`src/rtl/div_unit.sv`:
```
// Iterative radix-2 restoring divider for RV32M DIV/DIVU/REM/REMU.
// One quotient bit per cycle; divide-by-zero and overflow resolve at once.
module div_unit #(
  parameter int XLEN  = 32,
  parameter int CNT_W = 5
) (
  input  logic            i_clk,
  input  logic            i_reset,
  input  logic            i_start,
  input  logic            i_flush,
  input  logic [1:0]      i_div_op,
  input  logic [XLEN-1:0] i_operand_a,
  input  logic [XLEN-1:0] i_operand_b,
  output logic            o_busy,
  output logic            o_valid,
  output logic [XLEN-1:0] o_result
);

  typedef enum logic [1:0] {
    IDLE,
    CALC,
    FIX
  } state_t;

  state_t            state;
  logic [CNT_W-1:0]  cnt;
  logic [XLEN-1:0]   dvd;
  logic [XLEN-1:0]   dvs;
  logic [XLEN-1:0]   quo;
  logic [XLEN-1:0]   rem;
  logic              op_rem;
  logic              neg_q;
  logic              neg_r;

  logic              is_signed;
  logic              a_neg;
  logic              b_neg;
  logic [XLEN-1:0]   abs_a;
  logic [XLEN-1:0]   abs_b;
  logic              div0;
  logic              ovf;
  logic [XLEN-1:0]   spec_res;
  logic [XLEN:0]     rem_sh;
  logic              ge;
  logic [XLEN-1:0]   rem_sub;
  logic [XLEN-1:0]   q_fix;
  logic [XLEN-1:0]   r_fix;

  // Operand conditioning, one restoring step, and final sign fix-up.
  always_comb begin
    is_signed = ~i_div_op[0];
    a_neg     = is_signed & i_operand_a[XLEN-1];
    b_neg     = is_signed & i_operand_b[XLEN-1];
    abs_a     = a_neg ? -i_operand_a : i_operand_a;
    abs_b     = b_neg ? -i_operand_b : i_operand_b;
    div0      = (i_operand_b == '0);
    ovf       = is_signed
              & (i_operand_a == {1'b1, {(XLEN-1){1'b0}}})
              & (i_operand_b == '1);
    spec_res  = '0;
    if (div0) begin
      spec_res = i_div_op[1] ? i_operand_a : '1;
    end else begin
      spec_res = i_div_op[1] ? '0 : i_operand_a;
    end
    rem_sh  = {rem, dvd[XLEN-1]};
    ge      = (rem_sh >= {1'b0, dvs});
    rem_sub = rem_sh[XLEN-1:0] - dvs;
    q_fix   = neg_q ? -quo : quo;
    r_fix   = neg_r ? -rem : rem;
  end

  // Control FSM with registered busy/valid/result.
  always_ff @(posedge i_clk) begin
    if (i_reset) begin
      state    <= IDLE;
      cnt      <= '0;
      dvd      <= '0;
      dvs      <= '0;
      quo      <= '0;
      rem      <= '0;
      op_rem   <= 1'b0;
      neg_q    <= 1'b0;
      neg_r    <= 1'b0;
      o_busy   <= 1'b0;
      o_valid  <= 1'b0;
      o_result <= '0;
    end else if (i_flush) begin
      state   <= IDLE;
      o_busy  <= 1'b0;
      o_valid <= 1'b0;
    end else begin
      o_valid <= 1'b0;
      unique case (state)
        IDLE: begin
          if (i_start) begin
            if (div0 || ovf) begin
              o_result <= spec_res;
              o_valid  <= 1'b1;
            end else begin
              op_rem <= i_div_op[1];
              dvd    <= abs_a;
              dvs    <= abs_b;
              neg_q  <= a_neg ^ b_neg;
              neg_r  <= a_neg;
              rem    <= '0;
              quo    <= '0;
              cnt    <= '0;
              o_busy <= 1'b1;
              state  <= CALC;
            end
          end
        end
        CALC: begin
          dvd <= {dvd[XLEN-2:0], 1'b0};
          quo <= {quo[XLEN-2:0], ge};
          rem <= ge ? rem_sub : rem_sh[XLEN-1:0];
          cnt <= cnt + 1'b1;
          if (cnt == {CNT_W{1'b1}}) begin
            state <= FIX;
          end
        end
        FIX: begin
          o_result <= op_rem ? r_fix : q_fix;
          o_valid  <= 1'b1;
          o_busy   <= 1'b0;
          state    <= IDLE;
        end
        default: begin
          state  <= IDLE;
          o_busy <= 1'b0;
        end
      endcase
    end
  end

endmodule

```
`config.mk`:
```
export PLATFORM = sky130hd
export DESIGN_NAME = div_unit
export DESIGN_NICKNAME = d
export VERILOG_FILES = /design/src/rtl/div_unit.sv
export SDC_FILE = /design/constraint.sdc
export NUM_CORES = 1
export LEC_CHECK = 0
export CORE_MARGIN = 2
export CORE_UTILIZATION = 25
export DETAILED_ROUTE_END_ITERATION = 12
export GPL_TIMING_DRIVEN = 0
export SLEW_MARGIN = 20
export SYNTH_ARGS = -nofsm -noshare
export SYNTH_HDL_FRONTEND = slang
export SYNTH_SLANG_ARGS = --single-unit
```
`constraint.sdc`:
```
create_clock -name i_clk -period 3.86 [get_ports i_clk]
set_clock_uncertainty 0.1 [all_clocks]
set_input_delay 0.579 -clock i_clk [delete_from_list [all_inputs] [get_ports i_clk]]
set_output_delay 0.579 -clock i_clk [all_outputs]
set_load 0.01 [all_outputs]
```
[After elaboration in Yosys (flattened, before gate mapping)]
Cells that the tools add are included.
Storage, ports and cells
  bits in registers: 172
  output and inout bits: 34
  bits of input ports: 70
  word-level logic and storage cells: 80
Operators by class
  add/subtract/negate cells: 6
  bitwise logic cells: 9
  equality and inequality tests: 9
  $lt $le $gt $ge: 1
  mux-type cells: 32
  reductions and logical operators: 11
Operator list (number)
  32-bit two-way mux: 15
  32-bit case mux with 2 select lines: 4
  32-bit negation: 4
  32-bit equality test (second input constant): 2
  33-bit by 32-bit >= comparator with 1-bit output: 1
  32-bit logical NOT: 1
  32-bit subtractor: 1
  4-bit AND reduction: 3
  5-bit two-way mux: 2
  5-bit case mux with 2 select lines: 1
  2-bit != test (second input constant): 4
  2-bit two-way mux: 3
  3-bit AND reduction: 2
  5-bit by 1-bit adder with 5-bit output (second input constant): 1
  5-bit equality test (second input constant): 1
  1-bit bitwise AND: 4
  1-bit two-way mux: 4
  1-bit NOT: 4
  1-bit case mux with 2 select lines: 2
  2-bit case mux with 2 select lines: 1
  2-bit nonzero test: 2
  2-bit by 1-bit equality test with 1-bit output (second input constant): 1
  2-bit equality test (second input constant): 1
  2-bit logical NOT: 1
  other kinds (3): 3

[Depth between registers and ports, before layout]
Gate-level depths: netlist (run 1).
  depth after elaboration: 7
  depth in mapped cells: 12
  mapped depth without buffers: 12

[Least setup slack after synthesis (run 1)]
Ideal clock, no wire load.
  path type: input-to-reg
  start point: in i_operand_a[7]
  end point: reg quo[10]
  data required time: 3.632 ns
  setup time: 0.128 ns
  setup slack: 0.465 ns
  stages on the path: 10
  arrival time: 3.168 ns
  path buffers: 2
  cell sequence: or4_1 or4b_1 or4_1 o21ba_1 or2_1 buf_6 buf_2 and3_1 a21oi_1 nor2_1
Between the ends
  cells in the longest elaborated chain, start to end: 6
Ends and longest elaborated chain
  start: declaration: RTL line 12  | input logic [XLEN-1:0] i_operand_a,
  32-bit equality test: RTL line 58  | & (i_operand_a == {1'b1, {(XLEN-1){1'b0}}})
  1-bit bitwise AND: RTL line 58
  1-bit bitwise AND: RTL line 59  | & (i_operand_b == '1);
  1-bit logical OR: RTL line 97  | if (div0 || ovf) begin
  2-bit != test (no line)
  4-bit AND reduction (no line)
  end signal: assignment: RTL line 116  | quo <= {quo[XLEN-2:0], ge};
  end: declaration: RTL line 29  | logic [XLEN-1:0] quo;
No other way between the ends.
A chain may end at the register's enable or synchronous reset.

[Final worst setup path (run 1)]
  start point: in i_operand_b[13]
  end point: reg o_result[1]
Between the ends
  cells in the longest elaborated chain, start to end: 5
  elaborated cells on any way between the ends: 10
  those cells by class: 2 x eq/ne; 4 x mux; 1 x bitwise; 3 x reduce/logical
Ends and longest elaborated chain
  start: declaration: RTL line 13  | input logic [XLEN-1:0] i_operand_b,
  32-bit equality test or 32-bit logical NOT (tied branches): RTL line 59, 56
  1-bit bitwise AND or 32-bit two-way mux (tied branches): RTL line 59, 61
  1-bit logical OR or 32-bit two-way mux (tied branches): RTL line 97
  2-bit != test (no line) or 32-bit two-way mux (tied branches)
  4-bit AND reduction (no line) or 32-bit case mux with 2 select lines (tied branches)
  end signal: assignment: RTL line 98  | o_result <= spec_res;
  end signal: assignment: RTL line 124  | o_result <= op_rem ? r_fix : q_fix;
  end: declaration: RTL line 16  | output logic [XLEN-1:0] o_result
Several ways; a longest one is shown, not always the timed one. The select of a mux whose other input is x is not followed.

==> summary.txt, run 1 <==
Crit Path Max Fanout = 8
Synth area leaders = dfxtp_1 28%, nor2_1 5.9%, a21oi_1 5.8%, xnor2_1 5.2%, xor2_1 4.8%
Reg2reg path depth = 11
Die X = 224.2 um
Wirelength per Cell = 19.29 um
Worst reg2reg path endpoint = rem[25]$_SDFFE_PP0P_
Clock sink count = 172
Clock share of power = 38.8%
Num rows = 80
Hold_sp = dvs[31]$_SDFFE_PP0P_
CTS hold repair buffers = 0
CP Capture Type = register
P_leak = 0.005623 uW
Sw Ratio = 30.70%
N_diodes = 0
Fmax = 260.5 MHz
Gp weighted congestion = 0.9718
Seq/Total Area, Yosys = 28.42%
Met1 usage = 24.28%
Main synth FF type = dfxtp_1
Antenna viol nets, final = 0
Most frequent cells in the layout = 190 x nor2_1, 172 x dfxtp_1, 143 x nand2_1
Hold Path End = dvs[31]$_SDFFE_PP0P_
Most Used Layer, Global Route = met2
CTS Root Cell = clkbuf_16
Clock transition at the registers of the reported paths = 0.07 ns
Reg-to-reg critical path startpoint = rem[23]$_SDFFE_PP0P_
Worst Path Buf+Inv = 2
Worst min path class = reg2reg
Worst Path Arrival = 4.04 ns
Layout cell share with drive strength beyond 1 = 5.838%
Layout Utilization = 30.66%
Number of synthesized flops with an enable pin = 0
Comb power frac = 19.7%
CP max stage cell = or4_4
Total design power = 4453 uW
Die area = 50,240 um^2
CTS tree = built
Hold depth = 2
Clock tree buffer depth = 2
Vias = 12,430
Crit-path max cell delay = 0.59 ns
Largest net degree at the start of global routing = 17
Worst-skew pair later-pin latency = 0.45 ns
Number of global-route vias before repair = 11,610
GR Layer Usage met3 = 2.938%
Top cell type's share of synthesized area = 28.42%
Initial drt markers = 1,181
Final setup viols = 0
Total GRT Usage = 17.67%
Seq pwr share = 41.5%
PwrDens = 304.2 nW/um^2
Slew Viols, Final = 0
Startpoint Class = input pin
Filler Cells Inserted = 5,105
Via density = 5.302
Ports = 104
# DRC = 0
Slew headroom = 36.52%
Fin. Hold Viols = 0
Number of port buffers = 99
Syn_nets = 1,705
Outcome = finished clean
Yosys cell types = 79
FF-to-FF setup slack = 0.18 ns
Internal Dissipation = 3086 uW
Met2 Use GR = 28.49%
Final period util = 99.47%
CTS H-tree lvls = 4
Crit-path cells = clkdlybuf4s50_1 > or4_4 > or4b_4 > or4_4 > o31ai_2 > a21oi_1 > or3_1 > buf_6 > nor3_1 > nor3_1
Starting Density = 25.38%
Num CTS Buffers = 17
Peak VDD IR = 0.3100 mV
Max cap viols = 0
Core area = 47,750 um^2
Hpwl dp = 35,880 um
Synthesis-stage register bit count = 172
DRT Pass-1 Iters = 7
Commonest non-fill, non-tap cell in the layout = nor2_1
CP top delay family = simple AND/OR/NAND/NOR gates
Netlist Area Pre-Place = 12,120 um^2
Post-synthesis cell count = 1,595
Average size of a mapped cell = 7.597 um^2
Post-layout net count = 1,827
Area grow syn2layout = 20.81%
Gr ovfl total = 0
Net Sw Power = 1367 uW
Ys async rst share = 0%
Yosys warns = 0
Worst EP required = 4.06 ns
First-pass GRT wire length = 68,730 um
Worst Path Class, Setup = in2reg
Top cell type by total area after synthesis = dfxtp_1
Worst slew pin tran = 0.9522 ns
Initial antenna violation count = 1
Final wirelength = 45,230 um
Crit path time final = 3.839 ns
Die Y = 224.2 um
[power by group through the flow]
stage                     clock (uW)  combinational, uW  sequential (uW)
final                           1730                876             1850
after global routing            1810                953             1850
after CTS                       1750                863             1850
after detailed placement           0                852             1890
after global placement             0                845             1890
after floorplan                    0                542             1880
[sequential cells by signal, indices dropped and copies added, names as in the netlist]
signal,count
dvd,32
cnt,5
o_valid,1
quo,32
state,2
o_result,32
neg_q,1
o_busy,1
neg_r,1
rem,32
dvs,32
op_rem,1
[cell type report]
class,instances,area [um^2],share of cell area (%)
Multi-Input combinational cell,1251,8099,55.33
Sequential cell,172,3443,23.52
Timing Repair Buffer,103,1021,6.975
Tap cell,615,769.5,5.257
Buffer,115,520.5,3.556
Clock buffer,21,460.4,3.146
Inverter,57,214.0,1.462
Clock inverter,11,110.1,0.7522
[synthesized netlist by cell type, types with 4 or more instances]
| master | instances |
|---|---|
| a211oi_1 | 63 |
| a21o_1 | 12 |
| a21oi_1 | 141 |
| a221o_1 | 5 |
| a221oi_1 | 7 |
| a311oi_1 | 13 |
| a31oi_1 | 8 |
| a32oi_1 | 5 |
| and2_1 | 5 |
| and3_1 | 38 |
| buf_2 | 19 |
| buf_6 | 4 |
| clkbuf_1 | 89 |
| dfxtp_1 | 172 |
| ha_1 | 39 |
| inv_1 | 57 |
| maj3_1 | 26 |
| mux2i_1 | 25 |
| nand2_1 | 144 |
| nand2b_1 | 12 |
| nand3_1 | 19 |
| nand4_1 | 19 |
| nor2_1 | 190 |
| nor2b_1 | 8 |
| nor3_1 | 36 |
| nor3b_1 | 4 |
| nor4_1 | 21 |
| o211ai_1 | 32 |
| o21a_1 | 9 |
| o21ai_0 | 80 |
| o21bai_1 | 5 |
| o31ai_1 | 28 |
| o41ai_1 | 14 |
| or2_2 | 5 |
| or3_1 | 20 |
| or4_1 | 16 |
| xnor2_1 | 72 |
| xor2_1 | 66 |
[tightest hold or removal path: stages, from the launching register on]
cell	delay (ns)
dfxtp_1	0.31
nand2_1	0.05
a21oi_1	0.05
[kinds of logic (layout without fill, tap and decap cells)]
| family | count (synthesis) | after routing | synth area share, % |
|---|---|---|---|
| flops | 172 | 172 | 28.42 |
| buf+inv | 172 | 307 | 5.772 |
| compound gates | 464 | 464 | 25.23 |
| fa+ha+maj | 66 | 66 | 6.340 |
| mux | 27 | 27 | 2.251 |
| simple gates | 556 | 556 | 22.02 |
| xor+xnor | 138 | 138 | 9.975 |
[metal layers]
metal  share of wire [%]  wire (um)
met5               0.029         13
met4                 2.5       1118
met3                 6.0       2699
met2                  45      20380
met1                  46      21010
[timing repair]
item                                    CTS  global route
buffers inserted                          0             4
pin swaps                                 0             2
endpoints found under the setup margin  167           118
resized for setup                        27            18
[worst max-delay path by stage]
| stage | start | endpoint | slack (ns) | cells past startpoint |
|---|---|---|---|---|
| 5_1_grt | rem[23]$_SDFFE_PP0P_ | rem[25]$_SDFFE_PP0P_ | -0.005 | 11 |
| 4_1_cts | i_operand_b[13] | o_result[24]$_SDFFE_PP0P_ | 0.002 | 11 |
| 6_report | i_operand_b[13] | o_result[1]$_SDFFE_PP0P_ | 0.02 | 10 |
| 3_5_place_dp | i_operand_b[19] | o_result[23]$_SDFFE_PP0P_ | -1.29 | 10 |
| 3_3_place_gp | i_div_op[0] | o_result[23]$_SDFFE_PP0P_ | -1.26 | 10 |
| 2_1_floorplan | i_operand_a[7] | quo[10]$_SDFFE_PP0P_ | 0.46 | 10 |
[per-stage QoR]
stage               instance area [um^2]  hold slack [ns]   TNS [ns]  setup WS, ns  std cells
floorplan                          12120           0.3319          0        0.4649       1595
global placement                   13880           0.3418    -126.03        -1.258       2309
detailed placement                 13890           0.3461    -132.06        -1.286       2309
CTS                                14550           0.3558          0      0.001716       2341
global route                       14640           0.3736  -0.005239     -0.005239       2345
finish                             14640           0.3558          0       0.02055       2345
Power figures use the tool's default switching activity.
==> run 2: changes to the inputs <==
--- a/config.mk
+++ b/config.mk
@@ -5,10 +5,13 @@
 export SDC_FILE = /design/constraint.sdc
 export NUM_CORES = 1
 export LEC_CHECK = 0
+export CELL_PAD_IN_SITES_DETAIL_PLACEMENT = 1
+export CELL_PAD_IN_SITES_GLOBAL_PLACEMENT = 2
 export CORE_MARGIN = 2
 export CORE_UTILIZATION = 25
 export DETAILED_ROUTE_END_ITERATION = 12
 export GPL_TIMING_DRIVEN = 0
+export PLACE_DENSITY_LB_ADDON = 0.1
 export SLEW_MARGIN = 20
 export SYNTH_ARGS = -nofsm -noshare
 export SYNTH_HDL_FRONTEND = slang
==> constraint.sdc (replaced) <==
create_clock -name i_clk -period 3.9 [get_ports i_clk]
set_clock_uncertainty 0.1 [all_clocks]
set_input_delay 0.585 -clock i_clk [delete_from_list [all_inputs] [get_ports i_clk]]
set_output_delay 0.585 -clock i_clk [all_outputs]
set_load 0.01 [all_outputs]
==> summary.txt, run 2 (synthesis gave the netlist of run 1 again) <==
Worst Path Buf+Inv = 3 (+1)
Clock transition at the registers of the reported paths = 0.07 ns (about the same)
Vias = 12,240 (-1.6%)
Starting Density = 25.38% (unchanged)
Hold Path End = o_result[27]$_SDFFE_PP0P_
Peak VDD IR = 0.2774 mV (-11%)
CTS hold repair buffers = 0 (unchanged)
Placed cells = 2,309 (unchanged)
Die Y = 224.2 um (unchanged)
Gp weighted congestion = 0.8657 (-11%)
Crit path time final = 3.794 ns
Hold depth = 2 (unchanged)
FF-to-FF setup slack = 0.22 ns (+0.04 ns)
Post-layout net count = 1,824 (-0.16%)
Worst reg2reg path endpoint = rem[26]$_SDFFE_PP0P_
Num rows = 80 (unchanged)
Final setup viols = 0 (unchanged)
CTS H-tree lvls = 4 (unchanged)
Register area = 3445 um^2 (about the same)
Commonest non-fill, non-tap cell in the layout = nor2_1
Slew headroom = 42.85% (+6.3 points)
CP top delay family = simple AND/OR/NAND/NOR gates
N_diodes = 0 (unchanged)
CTS tree = built
Layout cell share with drive strength beyond 1 = 5.790% (-0.048 points)
Final period util = 97.28%
Wirelength per Cell = 22.85 um (+18%)
Crit Path Max Fanout = 10 (+2)
Area of placed instances = 13,880 um^2 (about the same)
Gr ovfl total = 0 (unchanged)
Fin. Hold Viols = 0 (unchanged)
Final wirelength = 53,520 um (+18%)
Hpwl dp = 43,440 um (+21%)
CP max stage cell = or4_4
Initial drt markers = 620 (-48%)
Number of global-route vias before repair = 12,500 (+7.7%)
CTS Root Cell = clkbuf_16
Die X = 224.2 um (unchanged)
P_leak = 0.005653 uW (+0.53%)
Startpoint Class = input pin
Filler Cells Inserted = 5,792 (+13%)
First-pass GRT wire length = 80,540 um (+17%)
Fmax = 263.6 MHz
Clock tree buffer depth = 2 (unchanged)
# DRC = 0 (unchanged)
Area of the multi-input gates = 8066 um^2 (-0.40%)
Num CTS Buffers = 17 (unchanged)
Hold_ws = 0.3572 ns (+0.001371 ns)
Crit-path max cell delay = 0.57 ns (-0.02 ns)
Die area = 50,240 um^2 (unchanged)
Largest net degree at the start of global routing = 18 (+1)
Layout Utilization = 30.62% (-0.037 points)
Core area = 47,750 um^2 (unchanged)
Ports = 104 (unchanged)
Initial antenna violation count = 0 (-1)
CP Capture Type = register
Clock sink count = 172 (unchanged)
Worst slew pin tran = 0.8555 ns (-0.09668 ns)
Worst EP required = 4.21 ns (+0.15 ns)
Reg-to-reg critical path startpoint = rem[23]$_SDFFE_PP0P_
Most frequent cells in the layout = 190 x nor2_1, 171 x dfxtp_1, 144 x nand2_1
Outcome = finished clean
Hold_sp = o_result[27]$_SDFFE_PP0P_
TNS Setup = 0 ns (unchanged)
Worst-skew pair later-pin latency = 0.49 ns (+0.04 ns)
Slew Viols, Final = 0 (unchanged)
Via density = 5.225 (-1.5%)
Max cap viols = 0 (unchanged)
Area grow syn2layout = 20.66%
Crit-path cells = clkdlybuf4s50_1 > or4_4 > or4b_4 > or4_4 > o31ai_2 > a21oi_1 > nor3_2 > buf_4 > buf_2 > o211ai_1 > a21oi_1
Reg2reg path depth = 11 (unchanged)
Total GRT Usage = 21.44% (+3.8 points)
Worst min path class = reg2reg
Worst Path Class, Setup = in2reg
Non-Filler Instances = 2,342 (-0.13%)
Antenna viol nets, final = 0 (unchanged)
PwrDens = 309.0 nW/um^2 (+1.6%)
Worst Path Arrival = 4.11 ns (+0.07 ns)
DRT Pass-1 Iters = 6 (-1)
Design area = 14,620 um^2 (-0.12%)
Number of port buffers = 99 (unchanged)
-- run 2: repair_timing --
action                                  4_1_cts  5_1_grt
endpoints found under the setup margin      143      144
resized for setup                            26       17
buffers inserted                              0        4
pin swaps                                     0        2
-- run 2: power breakdown --
part / switching, uW / internal (uW)
clock: 883 / 903
combinational: 571 / 329
sequential: 26.7 / 1810
-- run 2: area by class of cell --
type                            instances  share of cell area (%)
Multi-Input combinational cell       1251                   55.17
Buffer                                112                   3.526
Tap cell                              615                   5.263
Inverter                               57                   1.463
Sequential cell                       172                   23.56
Clock inverter                         15                   1.070
Timing Repair Buffer                  103                   7.035
Clock buffer                           17                   2.910
-- run 2: metrics by stage --
stage	power, uW	worst slack [ns]
4_1_cts	4605	0.006396
6_report	4517	0.1060
3_3_place_gp	2764	-0.9503
2_1_floorplan	2400	0.4989
3_5_place_dp	2769	-0.9781
5_1_grt	4745	-0.01830
-- run 2: how the worst max path moves through the flow --
stage | start | end | slack (ns) | cells past startpoint
CTS | i_operand_b[13] | o_result[11]$_SDFFE_PP0P_ | 0.006 | 11
finish | i_operand_b[14] | o_result[19]$_SDFFE_PP0P_ | 0.11 | 11
detailed placement | i_operand_b[0] | o_result[26]$_SDFFE_PP0P_ | -0.98 | 13
global route | i_div_op[0] | o_result[13]$_SDFFE_PP0P_ | -0.02 | 11
global placement | i_operand_b[0] | o_result[17]$_SDFFE_PP0P_ | -0.95 | 13
floorplan | i_operand_a[7] | quo[10]$_SDFFE_PP0P_ | 0.50 | 10
-- run 2: layer usage --
metal  track usage [%]  wire length [um]
met1             28.33             25520
met4             6.215               959
met5                 0                 0
met3             2.308              1076
met2             36.76             25970
-- run 2: worst min-delay path, cell delays in order, from the launching register on --
cell	delay (ns)
dfxtp_1	0.31
nand2_1	0.05
a21oi_1	0.05
